==> src/rtl/aes_pkg.sv <==
// aes_pkg: shared AES controller constants, state encoding and round-index type.
package aes_pkg;
    localparam int NR = 10;
    localparam int CNT_W = 4;
    typedef logic [CNT_W-1:0] rnd_idx_t;
    typedef enum logic [2:0] {IDLE, KEY_FWD, INIT_ADD, INV_RND, FINAL_RND, FINISH} state_t;
endpackage

==> src/rtl/aes_rnd_counter.sv <==
// aes_rnd_counter: loadable up/down round counter with clear and terminal-count flag.
module aes_rnd_counter
    import aes_pkg::*;
(
    input  logic     CLK,
    input  logic     rst_n,
    input  logic     clr,
    input  logic     ld,
    input  logic     en,
    input  logic     up,
    input  rnd_idx_t ld_val,
    input  rnd_idx_t tc_val,
    output rnd_idx_t cnt,
    output logic     tc
);
    always_ff @(posedge CLK or negedge rst_n) begin
        if (!rst_n) cnt <= '0;
        else if (clr) cnt <= '0;
        else if (ld) cnt <= ld_val;
        else if (en) cnt <= up ? cnt + 1'b1 : cnt - 1'b1;
    end
    assign tc = cnt == tc_val;
endmodule

==> src/rtl/aes_inv_ctrl_fsm.sv <==
// aes_inv_ctrl_fsm: AES-128 inverse cipher round controller with cached last round key.
module aes_inv_ctrl_fsm
    import aes_pkg::*;
(
    input  logic     CLK,
    input  logic     rst_n,
    input  logic     Valid,
    input  logic     New_Key,
    output logic     En_Exp,
    output logic     Ld_Last_Key,
    output logic     En_InvExp,
    output logic     Ld_Init,
    output logic     En_Func,
    output logic     Last_Rnd,
    output rnd_idx_t Rnd_Idx,
    output logic     Busy,
    output logic     Done
);
    state_t   state, nxt, go;
    logic     key_cached, tc;
    rnd_idx_t cnt, tc_val;
    assign go = !Valid ? IDLE : (New_Key || !key_cached) ? KEY_FWD : INIT_ADD;
    always_comb begin
        nxt = IDLE;
        case (state)
            IDLE, FINISH: nxt = go;
            KEY_FWD:      nxt = tc ? INIT_ADD : KEY_FWD;
            INIT_ADD:     nxt = INV_RND;
            INV_RND:      nxt = tc ? FINAL_RND : INV_RND;
            FINAL_RND:    nxt = FINISH;
            default:      nxt = IDLE;
        endcase
    end
    always_ff @(posedge CLK or negedge rst_n) begin
        if (!rst_n) begin
            state      <= IDLE;
            key_cached <= 1'b0;
        end else begin
            state <= nxt;
            if (Ld_Last_Key) key_cached <= 1'b1;
        end
    end
    // Counter restarts from 0 on every state change; INV_RND indexes count down from it.
    assign tc_val = state == KEY_FWD ? rnd_idx_t'(NR - 1) : rnd_idx_t'(NR - 2);
    aes_rnd_counter u_cnt (
        .CLK    (CLK),
        .rst_n  (rst_n),
        .clr    (nxt != state),
        .ld     (1'b0),
        .en     (state == KEY_FWD || state == INV_RND),
        .up     (1'b1),
        .ld_val ('0),
        .tc_val (tc_val),
        .cnt    (cnt),
        .tc     (tc)
    );
    assign En_Exp      = state == KEY_FWD;
    assign Ld_Last_Key = En_Exp && tc;
    assign Ld_Init     = state == INIT_ADD;
    assign En_InvExp   = state == INV_RND || state == FINAL_RND;
    assign En_Func     = En_InvExp;
    assign Last_Rnd    = state == FINAL_RND;
    assign Busy        = En_Exp || Ld_Init || En_InvExp;
    assign Done        = state == FINISH;
    assign Rnd_Idx     = En_Exp ? cnt + 1'b1 :
                         Ld_Init ? rnd_idx_t'(NR) :
                         state == INV_RND ? rnd_idx_t'(NR - 1) - cnt : '0;
endmodule

==> config.mk <==
export PLATFORM = sky130hd
export DESIGN_NAME = aes_inv_ctrl_fsm
export DESIGN_NICKNAME = d
export VERILOG_FILES = /design/src/rtl/aes_pkg.sv /design/src/rtl/aes_rnd_counter.sv /design/src/rtl/aes_inv_ctrl_fsm.sv
export SDC_FILE = /design/constraint.sdc
export NUM_CORES = 1
export LEC_CHECK = 0
export BUFFER_PORTS_ARGS = -buffer_cell sky130_fd_sc_hd__buf_2
export CORE_UTILIZATION = 53
export DETAILED_ROUTE_END_ITERATION = 16
export PLACE_DENSITY_LB_ADDON = 0.1
export RECOVER_POWER = 100
export SLEW_MARGIN = 20
export SYNTH_ARGS = -nofsm -noshare
export SYNTH_HDL_FRONTEND = slang
export SYNTH_HIERARCHICAL = 1
export SYNTH_SLANG_ARGS = --single-unit
==> constraint.sdc <==
create_clock -name CLK -period 4 [get_ports CLK]
set_input_delay 0.4 -clock CLK [delete_from_list [all_inputs] [get_ports CLK]]
set_output_delay 0.4 -clock CLK [all_outputs]
set_load 0.03 [all_outputs]
Word level (Yosys, flattened, before mapping)
Cells that the tools add are included.
{"block": "classes", "n_mux": 11, "eq_ne": 7, "n_reduce_logical": 10, "n_addsub": 2}
{"op": "$mux W4", "count": 5}
{"op": "$pmux W3 S5", "count": 1}
{"op": "$eq A3 B2 Y1 const B", "count": 2}
{"op": "$eq A3 B3 Y1 const B", "count": 2}
{"op": "$mux W2", "count": 3}
{"op": "$logic_or A1 B1 Y1", "count": 5}
{"op": "$add A4 B1 Y4 const B", "count": 1}
{"op": "$eq A4 B4 Y1", "count": 1}
{"op": "$sub A4 B4 Y4 const A", "count": 1}
{"op": "$eq A3 B1 Y1 const B", "count": 1}
{"op": "$logic_not A3 Y1", "count": 1}
{"op": "$mux W3", "count": 1}
{"op": "$ne A3 B3 Y1", "count": 1}
{"op": "$reduce_bool A2 Y1", "count": 1}
{"op": "$reduce_or A2 Y1", "count": 1}
{"op": "$logic_and A1 B1 Y1", "count": 1}
{"op": "$logic_not A1 Y1", "count": 1}
{"op": "$mux W1", "count": 1}
{"block": "word_totals", "output_inout_bits": 12, "wordCells": 33, "in_bits": 4, "reg_bits": 8}

Logic depth before layout (Yosys ltp)
Gate-level depths: netlist (run 1).
{"block": "depth", "depth_word": 7, "ltp_mapped": 10, "ltp_nobuf": 9}

By module
The synthesis (run 1) kept the hierarchy.
{"mod": "aes_inv_ctrl_fsm", "n_inst": 1, "cells_per_inst": 63, "seq_area_each_um2": 100.1, "area_each_um2": 435.4}
{"mod": "aes_rnd_counter", "n_inst": 1, "cells_per_inst": 39, "seq_area_each_um2": 100.1, "area_each_um2": 337.8}

Worst setup path after synthesis (run 1)
OpenSTA, ideal clock, no wires.
{"block": "synth_timing", "path_type": "reg2out", "startpoint": "reg state[0]", "endpoint": "out Ld_Last_Key", "path_slack_ns": 1.431, "t_arrival_ns": 2.169, "stages_incl_launch_ff": 8, "required_ns": 3.600, "path_buffers": 1, "path_cell_list": "dfrtp_1 > buf_2 > nand2b_1 > nor2_1 > xor2_1 > nor4_1 > nand2b_1 > nor2_1"}
{"block": "synth_between", "elab_chain_len": 4}
{"item": "from (decl)", "line": "aes_inv_ctrl_fsm.sv:19", "rtl": "state_t state, nxt, go;"}
{"item": "from (signal assigned)", "line": "aes_inv_ctrl_fsm.sv:39", "rtl": "state <= nxt;"}
{"item": "$eq A3 B1 Y1", "line": "aes_inv_ctrl_fsm.sv:57", "rtl": "assign En_Exp = state == KEY_FWD;"}
{"item": "named net En_Exp", "line": "aes_inv_ctrl_fsm.sv:9", "rtl": "output logic En_Exp,"}
{"item": "$mux W1", "line": "aes_inv_ctrl_fsm.sv:44", "rtl": "assign tc_val = state == KEY_FWD ? rnd_idx_t'(NR - 1) : rnd_idx_t'(NR - 2);"}
{"item": "$eq A4 B4 Y1", "line": "aes_rnd_counter.sv:22", "rtl": "assign tc = cnt == tc_val;"}
{"item": "named net tc", "line": "aes_inv_ctrl_fsm.sv:20", "rtl": "logic key_cached, tc;"}
{"item": "$logic_and A1 B1 Y1", "line": "aes_inv_ctrl_fsm.sv:58", "rtl": "assign Ld_Last_Key = En_Exp && tc;"}
{"item": "to (decl)", "line": "aes_inv_ctrl_fsm.sv:10", "rtl": "output logic Ld_Last_Key,"}
The timed path passes the listed nets, and every way through them passes these cells.

Final worst setup path (run 1)
{"block": "layout_timing", "startpoint": "reg state[2]", "endpoint": "out Ld_Last_Key"}
{"block": "layout_between", "elab_chain_len": 4}
{"item": "$eq A3 B1 Y1", "line": "aes_inv_ctrl_fsm.sv:44"}
{"item": "$mux W1", "line": "aes_inv_ctrl_fsm.sv:44"}
{"item": "$eq A4 B4 Y1", "line": "aes_rnd_counter.sv:22"}
{"item": "named net tc", "line": "aes_inv_ctrl_fsm.sv:20"}
{"item": "$logic_and A1 B1 Y1", "line": "aes_inv_ctrl_fsm.sv:58"}
The timed path passes the listed nets, and every way through them passes these cells.

==> impl_results.md, run 1 <==
- CTS resizes: 0
- Ordered list of cells on the worst path: nand2b_1, nor2_1, xor2_1, nor4_1, nand2b_1, nor2_1, clkbuf_1
- Port Buffers: 15
- I/O pin cnt: 16
- CTS H-tree depth: 1
- Vias in the first global route: about 570
- # setup viols final: 0
- Setup bufs post-CTS: 0
- Drt first pass iters: 4
- Top cells by area, synth: dfrtp_1, ha_1, nor2_1, xor2_1, a21oi_1
- Slew Viols, Final: 0
- Min-delay src: Valid
- Drt initial violations: 17
- CP Launch Type: flop
- Synth cell count leaders: nor2_1, a21oi_1, dfrtp_1, inv_1, nand2_1
- First-pass GRT wire length: about 2300 um
- Inst Count DP: approximately 130
- Largest net degree at the start of global routing: 15
- Total Nets Final: 135
- Worst Hold Depth: 3
- Status: finished clean
- Clk slew on worst S/H paths: about 0.050 ns
- Worst hold path type: primary input to flop
- Synthesized area per cell: between 7 and 8 um2
- Hold Fails Final Rpt: 0
- Area Growth Syn to Fin: 13.9%
- Initial antenna violation count: 0
- Reg2reg start: state[2]
- Top_reg_cell synth: dfrtp_1
- Ant. Diodes: 0
- GR Overflow Total: 0
- Peak Freq: roughly 0.37 GHz
- Routed Antenna Nets: 0
- Die Height: 40.2 um
- Top-area cell type share of the netlist area: 25.9%
- Worst Hold Path EP: state[0]
- Vias per cell: 5.13
- Detailed placement HPWL: roughly 1200 um
- # DRC: 0
- Most frequent cell after synthesis: nor2_1
- Critical path class: flop to output port
- Routability cong.: 0.753
- Crit path time final: approximately 2.7 ns
- Slowest stage cell on the critical path: dfrtp_1
- Final setup TNS: 0 ns
- Layout cells sized above 1: 7.32%
- Data required, critical path: between 3 and 4 ns
- Async set or reset register ratio after synthesis: 100%
- Overall Global Routing Usage: between 20% and 30%
- Routed Wire Length: ~1500 um
- CP Max Fanout: 14
- CP Data Arrival Time: between 2 and 2.5 ns
- CTS max path bufs: 2
- Detailed-route via count: roughly 710
- # rows: 13
- Core footprint: 1330 um2
- TritonCTS clock tree: done
- TritonCTS Sinks: 8
- Die area: ~1600 um2
- Seq/Total Area, Yosys: 25.9%
- Number of synthesized flops with an enable pin: 0
- Ys Warns: 6
- Non-Filler Instances: 138
- RSZ-0062 raised after global routing: false
- Mapped Cells: roughly 100
- CP peak stage delay: roughly 0.50 ns
- Final period util: 68.3%
- Distinct cells, synth: 34
- RR Endpoint: u_cnt/cnt[3]
- WL/cell: between 10 and 15 um
- #FFs+latches synth: 8
- R2r setup slk: approximately 1.8 ns
- Synth Cell Area: just under 800 um2
- Worst Hold Slack: approximately 0.48 ns
- Die Wd: approximately 40 um
- MaxCap Viol Count: 0
- Clock Latency Late Sink: ~0.25 ns
- Starting density of the core: approximately 58%
- Final setup skew: slightly above 0.001 ns
- Synth area leader: dfrtp_1
- Reg2Reg Depth: 9
- TritonCTS buffer count: 3
- Root Driver: clkbuf_4
- Critical Path End Type: output port
critical path, delay by kind of cell (launching register included):
family	cells	cell delay, ns
xor gates and xnor gates	1	0.11
buffers and inverters	1	0.32
DFF	1	0.50
and+or+nand+nor	5	1.14
metrics by stage:
stage          worst slack (ns)  utilization (%)  cell area (um2)
3_5_place_dp               1.65             64.8              865
2_1_floorplan              1.43                -              803
5_1_grt                    1.03             66.0              881
4_1_cts                    1.37             67.3              897
6_report                   1.27             66.0              881
3_3_place_gp               1.75             64.8              865
sequential cells by signal, summed over array words and instances (netlist names):
signal      count
u_cnt/cnt       4
state           3
key_cached      1
worst max-delay path by stage:
stage / slack (ns) / startpoint / cells past startpoint / endpoint
finish: 1.27 / state[2] / 7 / Ld_Last_Key
global placement: 1.75 / state[2] / 7 / Ld_Last_Key
CTS: 1.37 / state[2] / 7 / Ld_Last_Key
global route: 1.03 / state[2] / 7 / Ld_Last_Key
detailed placement: 1.65 / state[2] / 7 / Ld_Last_Key
floorplan: 1.43 / state[0] / 7 / Ld_Last_Key
cell usage in the layout (no fill, tap or decap), drive strengths merged, types with 2 or more instances in the layout:
cell,count
nand2,7
xnor2,3
or2,2
nor2b,2
o21ai,5
mux2i,2
a21oi,9
or3,2
conb,10
nand3,2
ha,5
buf,2
xor2,6
inv,9
dfrtp,8
nor2,14
nand2b,4
clkbuf,16
nor3,2
cells by family after synthesis:
group | Yosys count | synth area share (%)
simple gates | 41 | 26.9
compound gates | 19 | 14.2
buf+inv | 15 | 8.57
xor+xnor | 9 | 10.2
flops | 8 | 25.9
fa+ha+maj | 6 | 10.7
other cells | 2 | 0.971
mux | 2 | 2.59
per-layer routing:
layer | track usage [%] | up-vias | part of all wire, %
met5 | 0 | - | 0
met3 | 0 | 2 | 6.7
met2 | 38.7 | 26 | 47
li1 | - | 371 | -
met4 | 7.50 | 0 | 0.97
met1 | 28.5 | 309 | 45
final cells by class:
cell class,count,area (um2)
clock buffers,3,22.5
fillers,141,453
inverters,9,33.8
multi-input cells,87,537
flip-flops and latches,8,200
well taps,15,18.8
repair buffers,16,68.8
repair_timing:
item,CTS,global route
hold endpoints to repair,8,0
hold buffers,1,0
endpoints found under the setup margin,0,0
Power of run 1 is left out: the tool's default activity adds up to more than one toggle a clock period on the data nets, which glitch-free logic cannot reach.
==> inputs of run 2 (changes only) <==
--- a/config.mk
+++ b/config.mk
@@ -6,7 +6,8 @@
 export NUM_CORES = 1
 export LEC_CHECK = 0
 export BUFFER_PORTS_ARGS = -buffer_cell sky130_fd_sc_hd__buf_2
-export CORE_UTILIZATION = 53
+export CORE_ASPECT_RATIO = 1.25
+export CORE_UTILIZATION = 47
 export DETAILED_ROUTE_END_ITERATION = 16
 export PLACE_DENSITY_LB_ADDON = 0.1
 export RECOVER_POWER = 100
==> constraint.sdc (replaced) <==
create_clock -name CLK -period 2.5 [get_ports CLK]
set_input_delay 0.25 -clock CLK [delete_from_list [all_inputs] [get_ports CLK]]
set_output_delay 0.25 -clock CLK [all_outputs]
set_load 0.03 [all_outputs]
==> run 2 against run 1 <==
Count of clock-buffer cells in the layout stayed put. Global-route usage is 3.1 points lower. Sequential cell count stayed put. Cell area is 2.3% higher. Clock skew is 0.0034 ns higher. Cell count is 3.6% higher. Core utilization is 8.3 points lower. Sequential share of layout area is 0.51 points lower. Wire length is 7.1% lower. Setup slack worse by 0.96 ns. Critical endpoint is now Rnd_Idx[3].
==> impl_results.md, run 2 (same netlist as run 1, synthesis figures left out) <==
- TritonCTS clock tree: done
- Layout cells sized above 1: under 10%
- CTS max path bufs: 2
- Multi-input logic area: around 540 um2
- Detailed placement HPWL: around 1200 um
- CTS H-tree depth: 1
- CP Max Fanout: 8
- Peak VDD IR: 0.000681 V
- RSZ-0062 raised after global routing: false
- Vias in the first global route: 585
- Cts hold-fix bufs: 1
- Ant. Diodes: 0
- Area Growth Syn to Fin: 16.5%
- Largest net degree at the start of global routing: 14
- TritonCTS buffer count: 3
- Post-route cell area: about 900 um2
- Status: finished clean
- Initial antenna violation count: 0
- MaxCap Viol Count: 0
- Die Wd: 38.3 um
- Crit path buffers/inverters: 1
- Peak Freq: ~0.46 GHz
- Vias per cell: about 4.9
- Die area: 1810 um2
- Most frequent cells in the layout: nor2_1, clkbuf_1, conb_1, a21oi_1
- Final setup skew: ~0.0044 ns
- Routed Wire Length: 1430 um
- TritonCTS Sinks: 8
- GR Overflow Total: 0
- Largest delay share family, worst path: flip-flops
- Most common cell after layout, fill and taps aside: nor2_1
- Setup bufs post-CTS: 0
- Max FFs per register: 4
- CTS resizes: 0
- Drt initial violations: 1
- Drt first pass iters: 2
- Largest regs: u_cnt/cnt x4, state x3, key_cached x1
- Hold Fails Final Rpt: 0
- Root Driver: clkbuf_4
- Slew Viols, Final: 0
- CP startpoint: u_cnt/cnt[1]
- Placement Cell Area: between 800 and 900 um2
- CP Data Arrival Time: slightly below 2 ns
- Pwr dens: 1400 nW/um2
- Port Buffers: 15
- Routed Antenna Nets: 0
- Final period util: 87.9%
- Clk slew on worst S/H paths: approximately 0.05 ns
- Register area: 200 um2
- Slowest stage cell on the critical path: dfrtp_1
- Layout filler cell count: 165
- Die Height: ~47 um
- I/O pin cnt: 16
- # setup viols final: 0
- Clock Latency Late Sink: about 0.24 ns
- Crit path time final: around 2.2 ns
- Core footprint: 1560 um2
- Critical Path End Type: output port
- Reg2reg start: state[2]
- Final setup TNS: 0 ns
- First-pass GRT wire length: around 2300 um
- Starting density of the core: 49.5%
- Routability cong.: 0.660
- Worst hold path type: primary input to flop
- Ordered list of cells on the worst path: ha_1, nand2_1, or3_1, a311oi_1, clkbuf_1
- Data required, critical path: ~2.3 ns
- Leakage power: between 0.4 and 0.5 nW
- # DRC: 0
- Detailed-route via count: 699
- # rows: 16
- Overall Global Routing Usage: about a fifth
- CP peak stage delay: roughly 0.51 ns
- Min-delay src: Valid
- Final core occ: roughly 58%
- Total Nets Final: between 100 and 150
- WL/cell: 10.0 um
- Critical path class: flop to output port
- CP Launch Type: flop
- Most flops, register: u_cnt/cnt
## run 2: cell types whose count changed in the layout (fill, tap and decap cells not counted)
cell,delta
buf_4,+2
clkbuf_1,-1
clkbuf_2,+1
## run 2: worst paths after layout
check | endpoint | slack, ns | depth (start not counted)
setup / recovery | Rnd_Idx[3] | 0.30 | 5
hold / removal | state[0] | 0.32 | 3
setup reg to reg | u_cnt/cnt[3] | 0.59 | 9
hold reg to reg | key_cached | 0.50 | 1
max in group asynchronous | state[1] | 1.77 | 2
min in group asynchronous | u_cnt/cnt[0] | 0.45 | 2
## run 2: cell type report
| cell class | count | share of cell area [%] |
|---|---|---|
| timing repair buffer | 18 | 9.44 |
| inverter | 9 | 3.75 |
| multi-input combinational | 87 | 59.6 |
| sequential | 8 | 22.2 |
| clock buffer | 3 | 2.50 |
| tap | 18 | 2.50 |
## run 2: through the flow
stage	setup slack [ns]	power, mW	std cells	hold slack, ns
after floorplan	0.0674	1.00	110	-0.0456
after global placement	0.630	1.20	139	0.0982
after detailed placement	0.579	1.20	139	0.0968
after CTS	0.302	1.31	143	0.314
after global routing	0.131	1.40	143	0.336
final	0.302	1.26	143	0.324
## run 2: per-layer routing
| metal | part of all wire, % | up-vias | wire (um) | GRT usage (%) |
|---|---|---|---|---|
| met5 | 0 | - | 0 | 0 |
| met4 | 0 | 0 | 0 | 4.29 |
| met3 | 1.9 | 0 | 27 | 4.27 |
| met2 | 53 | 10 | 763 | 35.3 |
| met1 | 45 | 315 | 643 | 20.8 |
| li1 | - | 374 | - | - |
## run 2: worst reg2reg max path: cells and delay by family (launching register included)
| kind | cells | cell delay (ns) |
|---|---|---|
| AOI/OAI and AO/OA | 2 | 0.19 |
| xor gates and xnor gates | 1 | 0.08 |
| buffers and inverters | 1 | 0.10 |
| and+or+nand+nor | 5 | 1.07 |
| DFF | 1 | 0.37 |
## run 2: power by group
| group | total, mW | internal (mW) | switching [mW] | leakage (nW) |
|---|---|---|---|---|
| Sequential | 0.283 | 0.182 | 0.101 | 0.0952 |
| Clock | 0.0924 | 0.0545 | 0.0379 | 0.0138 |
| Combinational | 0.886 | 0.319 | 0.567 | 0.336 |
| Total | 1.26 | 0.556 | 0.706 | 0.445 |
(Power assumes the default switching activity.)
